`src/rtl/spi_slave.sv`:
```
// Receive-side SPI endpoint: oversampled sclk/cs/mosi, MSB-first bytes or 4-byte words, one-cycle valid strobe.
// Optional `frame_error` output is enabled with macro SPI_SLAVE_FRAME_ERR_EN.
module spi_slave #(
    parameter int unsigned SYNC_STAGES = 2
) (
    input  logic        clk,
    input  logic        reset,
    input  logic        sclk,
    input  logic        cs,
    input  logic        mosi,
    input  logic        is_data_width_8,
    output logic [31:0] data,
    output logic        is_data_valid
`ifdef SPI_SLAVE_FRAME_ERR_EN
    ,
    output logic        frame_error
`endif
);

    localparam int unsigned DATA_W  = 32;
    localparam int unsigned BYTE_W  = 8;
    localparam int unsigned BIT_CW  = 3;
    localparam int unsigned BYTE_CW = 2;

    typedef enum logic {
        IDLE,
        SHIFT
    } state_t;

    logic [SYNC_STAGES-1:0] sclk_sync;
    logic [SYNC_STAGES-1:0] cs_sync;
    logic [SYNC_STAGES-1:0] mosi_sync;
    logic                   sclk_s;
    logic                   cs_s;
    logic                   mosi_s;
    logic                   sclk_d;
    logic                   cs_d;

    logic                   sclk_rise_q;
    logic                   cs_fall_q;
    logic                   cs_rise_q;
    logic                   mosi_q;

    state_t                 state_q,    state_nxt;
    logic [BIT_CW-1:0]      bit_cnt_q,  bit_cnt_nxt;
    logic [BYTE_CW-1:0]     byte_cnt_q, byte_cnt_nxt;
    logic [BYTE_W-1:0]      shreg_q,    shreg_nxt;
    logic [DATA_W-9:0]      word_q,     word_nxt;
    logic                   width8_q,   width8_nxt;
    logic [DATA_W-1:0]      data_nxt;
    logic                   valid_nxt;
    logic [BYTE_W-1:0]      byte_v;
`ifdef SPI_SLAVE_FRAME_ERR_EN
    logic                   ferr_nxt;
`endif

    assign sclk_s = sclk_sync[SYNC_STAGES-1];
    assign cs_s   = cs_sync[SYNC_STAGES-1];
    assign mosi_s = mosi_sync[SYNC_STAGES-1];

    // Synchronisers plus registered edge events. cs resets low so a cs held low
    // across reset release produces no fall until it has been seen high.
    always_ff @(posedge clk or negedge reset) begin
        if (!reset) begin
            sclk_sync   <= '0;
            cs_sync     <= '0;
            mosi_sync   <= '0;
            sclk_d      <= 1'b0;
            cs_d        <= 1'b0;
            sclk_rise_q <= 1'b0;
            cs_fall_q   <= 1'b0;
            cs_rise_q   <= 1'b0;
            mosi_q      <= 1'b0;
        end else begin
            sclk_sync   <= {sclk_sync[SYNC_STAGES-2:0], sclk};
            cs_sync     <= {cs_sync[SYNC_STAGES-2:0], cs};
            mosi_sync   <= {mosi_sync[SYNC_STAGES-2:0], mosi};
            sclk_d      <= sclk_s;
            cs_d        <= cs_s;
            sclk_rise_q <= sclk_s & ~sclk_d;
            cs_fall_q   <= ~cs_s & cs_d;
            cs_rise_q   <= cs_s & ~cs_d;
            mosi_q      <= mosi_s;
        end
    end

    // State and datapath registers.
    always_ff @(posedge clk or negedge reset) begin
        if (!reset) begin
            state_q       <= IDLE;
            bit_cnt_q     <= '0;
            byte_cnt_q    <= '0;
            shreg_q       <= '0;
            word_q        <= '0;
            width8_q      <= 1'b1;
            data          <= '0;
            is_data_valid <= 1'b0;
`ifdef SPI_SLAVE_FRAME_ERR_EN
            frame_error   <= 1'b0;
`endif
        end else begin
            state_q       <= state_nxt;
            bit_cnt_q     <= bit_cnt_nxt;
            byte_cnt_q    <= byte_cnt_nxt;
            shreg_q       <= shreg_nxt;
            word_q        <= word_nxt;
            width8_q      <= width8_nxt;
            data          <= data_nxt;
            is_data_valid <= valid_nxt;
`ifdef SPI_SLAVE_FRAME_ERR_EN
            frame_error   <= ferr_nxt;
`endif
        end
    end

    // Next-state logic; within SHIFT a completing sclk edge is applied before a coincident cs rise.
    always_comb begin
        state_nxt    = state_q;
        bit_cnt_nxt  = bit_cnt_q;
        byte_cnt_nxt = byte_cnt_q;
        shreg_nxt    = shreg_q;
        word_nxt     = word_q;
        width8_nxt   = width8_q;
        data_nxt     = data;
        valid_nxt    = 1'b0;
        byte_v       = {shreg_q[BYTE_W-2:0], mosi_q};
`ifdef SPI_SLAVE_FRAME_ERR_EN
        ferr_nxt     = 1'b0;
`endif
        case (state_q)
            IDLE: begin
                if (cs_fall_q) begin
                    state_nxt = SHIFT;
                    if (byte_cnt_q == '0) begin
                        width8_nxt = is_data_width_8;
                    end else if (is_data_width_8) begin
                        byte_cnt_nxt = '0;
                        word_nxt     = '0;
                        width8_nxt   = 1'b1;
`ifdef SPI_SLAVE_FRAME_ERR_EN
                        ferr_nxt     = 1'b1;
`endif
                    end
                end
            end
            SHIFT: begin
                if (sclk_rise_q) begin
                    shreg_nxt   = byte_v;
                    bit_cnt_nxt = BIT_CW'(bit_cnt_q + 1'b1);
                    if (bit_cnt_q == BIT_CW'(7)) begin
                        if (width8_q) begin
                            data_nxt  = {24'h0, byte_v};
                            valid_nxt = 1'b1;
                        end else begin
                            word_nxt     = {word_q[15:0], byte_v};
                            byte_cnt_nxt = BYTE_CW'(byte_cnt_q + 1'b1);
                            if (byte_cnt_q == BYTE_CW'(3)) begin
                                data_nxt  = {word_q, byte_v};
                                valid_nxt = 1'b1;
                            end
                        end
                    end
                end
                if (cs_rise_q) begin
                    state_nxt = IDLE;
                    if (bit_cnt_nxt != '0) begin
                        bit_cnt_nxt  = '0;
                        byte_cnt_nxt = '0;
                        word_nxt     = '0;
`ifdef SPI_SLAVE_FRAME_ERR_EN
                        ferr_nxt     = 1'b1;
`endif
                    end
                end
            end
            default: state_nxt = IDLE;
        endcase
    end

endmodule

```
`config.mk`:
```
export PLATFORM = sky130hd
export DESIGN_NAME = spi_slave
export DESIGN_NICKNAME = d
export VERILOG_FILES = /design/src/rtl/spi_slave.sv
export SDC_FILE = /design/constraint.sdc
export NUM_CORES = 1
export LEC_CHECK = 0
export ABC_CLOCK_PERIOD_IN_PS = 2400
export CORE_MARGIN = 5
export CORE_UTILIZATION = 40
export CTS_CLUSTER_DIAMETER = 60
export DETAILED_ROUTE_END_ITERATION = 16
export DONT_BUFFER_PORTS = 1
export SYNTH_ARGS = -nofsm -noshare
export SYNTH_HDL_FRONTEND = slang
export SYNTH_SLANG_ARGS = --single-unit
export TNS_END_PERCENT = 10
```
`constraint.sdc`:
```
create_clock -name clk -period 2.4 [get_ports clk]
set_input_delay 0.48 -clock clk [delete_from_list [all_inputs] [get_ports clk]]
set_output_delay 0.48 -clock clk [all_outputs]
set_load 0.05 [all_outputs]
```
==> metrics.cfg <==
[place]
io_buffer_count = 0
place_congestion = 0.745
dp_cells = 429
dpl-instance-area_um2 = 3840
hpwlAfterDp_um = 4610

[power_and_ir_drop]
p_seq_frac = 0.564
p_clk_frac = 0.193
internal-power_mw = 2.82
power.density_nw_per_um2 = 1210
max-vdd-ir-drop_v = 0.000573
pwr-share-comb = 0.243
p_switching_mw = 2.08
swShare = 0.424
power.leakage_nw = 1.71

[global_route]
grt_pass1_wl_um = 12100
antenna_found_initial = 0
first_global_vias = 2299
gr-total-overflow = 0
grt_usage = 0.135
grt_max_degree = 84

[floorplanning]
io_pins = 39
core_area_um2 = 9200
die_h_um = 107
rows = 35
floorplan.initialDensity = 0.408
die_area_um2 = 11400
die_w_um = 107

[clock_tree]
cts_max_level = 3
cts_tree = built
numClockSinks = 83
clk_pin_slew_worst_paths_ns = 0.09
numCtsBuffers = 9
cts_root_buffer = clkbuf_8
cts_max_path_buffers = 2
clk_latency_ns = 0.36

[synth]
ys_async_sr_fraction = 1.00
synth.top_cell.area_share = 0.546
synth_top_area_cell = dfrtp_1
yosys-top-cells-count = dfrtp_1 (82), nand2_1 (75), o21ai_0 (26)
synth_edf_count = 0
syn_avg_cell_area_um2 = 11.2
synth_cells = 336
synth-seq-cells = 83
yosys_warnings = 0
synth.yosys.seq_area_share = 0.553
synth.most_common_cell = dfrtp_1
yosysUniqueCellTypes = 29
synthFlopType = dfrtp_1
synth_nets = 346
syn-cell-area_um2 = 3750
synthTopCellsByArea = dfrtp_1 (55%), a32oi_2 (8.7%), nand2_1 (7.5%)

[detailed_routing]
drtPass1Iterations = 4
wl_per_cell_um = 15.8
ant_nets = 0
drc_errors = 0
num_vias = 2409
wl_um = 7070
drt_first_iter_violations = 132
viasPerCell = 5.40

[sta]
max_freq_mhz = 498
worst_slew_pin_slew_ns = 0.910
rsz0062_at_grt = no
finalCriticalPeriod_ns = 2.01
hold_viol = 0
setup_tns_ns = 0
final_max_slew_viol_count = 0
maxSlewHeadroom = 0.393
finalSetupViolCount = 0
finClkSkew_ns = 0.00910
period_share = 0.836

[critical_path]
critPathSlowestCell = and3b_1
critical_path_class = reg -> reg
cpMostUsedCell = ha_1
path_buf_inv = 1
cp-end-kind = flop
critPathLaunchType = flop
crit_chain = ha_1, ha_1, and3b_1, buf_4, nand2_1, a32oi_2
crit_family = simple AND/OR/NAND/NOR gates
path_max_fanout = 14
cp_data_arrival_time_ns = 2.28
cp.required_ns = 2.68
cpPeakStageDelay_ns = 0.48

[final_layout]
area_delta_synth_final_pct = 7.90
fin_area_um2 = 4050
drive_gt1_frac = 0.191
final_cells = 446
num-nets-final = 340
diodes = 0
fill_cells = 833

[run_status]
status = finished, final reports clean

[job]
max_cap_viol_count = 0

[min_path]
hp-class = in -> async

metrics by stage:
stage / util / total power, mW / hold WS (ns) / setup slack (ns)
2_1_floorplan: - / 3.64 / 0.184 / 0.681
3_3_place_gp: 0.418 / 3.92 / 0.187 / 0.404
3_5_place_dp: 0.418 / 3.97 / 0.187 / 0.336
5_1_grt: 0.441 / 5.24 / 0.0311 / 0.133
6_report: 0.441 / 4.89 / 0.00790 / 0.393
4_1_cts: 0.438 / 4.92 / -0.211 / 0.335
area by class of cell:
type | instances | area, um2 | share of cell area
flip-flops and latches | 83 | 2080 | 0.513
clock buffers | 9 | 124 | 0.0306
multi-input cells | 219 | 1530 | 0.378
inverters | 8 | 30.0 | 0.00741
clock inverters | 7 | 60.1 | 0.0148
repair buffers | 9 | 87.6 | 0.0216
well taps | 111 | 139 | 0.0343
power groups by stage:
stage / logic [mW] / clock network, mW / registers, mW
after detailed placement: 1.17 / 0 / 2.80
after global placement: 1.14 / 0 / 2.78
after global routing: 1.36 / 1.04 / 2.85
final: 1.19 / 0.943 / 2.76
after floorplan: 1.02 / 0 / 2.62
after CTS: 1.18 / 0.974 / 2.77
sequential cells by signal (all words and copies together), names as in the netlist:
signal	cells
data	32
word_q	24
shreg_q	7
bit_cnt_q	3
byte_cnt_q	2
cs_sync	2
mosi_sync	2
sclk_sync	2
cs_d	1
cs_fall_q	1
cs_rise_q	1
is_data_valid	1
mosi_q	1
sclk_d	1
sclk_rise_q	1
state_q	1
width8_q	1
per-layer routing:
| layer | vias to the layer above | GRT usage | wire [um] |
|---|---|---|---|
| li1 | 1159 | - | - |
| met1 | 1194 | 0.193 | 3520 |
| met2 | 45 | 0.190 | 3050 |
| met3 | 11 | 0.0524 | 403 |
| met4 | 0 | 0.0384 | 97 |
| met5 | - | 0 | 0 |
repair_timing:
action / CTS / global route
resized for setup: 0 / 0
buffers inserted: 0 / 0
endpoints found under the hold margin: 83 / 83
layout by cell type, fill, tap and decap left out, types with 5 or more instances in the layout:
master / synthesis / routed
a32oi_1: 5 / 5
a32oi_2: 20 / 20
buf_4: 0 / 8
clkbuf_8: 0 / 9
dfrtp_1: 82 / 82
inv_1: 8 / 8
mux2_2: 15 / 15
nand2_1: 75 / 75
nand2b_1: 24 / 24
nand3_1: 13 / 13
nand3b_1: 18 / 18
o21ai_0: 26 / 26
logic make-up (layout without fill, tap and decap cells):
family                     after synthesis  count (layout)  synth area share
and+or+nand+nor                        137             137             0.181
DFF                                     83              83             0.553
AOI/OAI and AO/OA                       62              62             0.162
buffers and inverters                   34              33            0.0430
muxes                                   15              15            0.0450
adders and majority gates                4               4            0.0133
xor gates and xnor gates                 1               1           0.00233
worst paths after layout:
check | cells after the start | to | startpoint | slack, ns
worst max-delay path | 6 | word_q[18] | bit_cnt_q[0] | 0.39
worst min-delay path | 1 | is_data_valid | reset | 0.008
worst max register to register | 6 | word_q[18] | bit_cnt_q[0] | 0.39
worst min register to register | 0 | cs_sync[1] | cs_sync[0] | 0.35
max in group asynchronous | 1 | width8_q | reset | 2.04
min in group clk | 0 | sclk_sync[0] | sclk | 0.14
(Power assumes the default switching activity.)
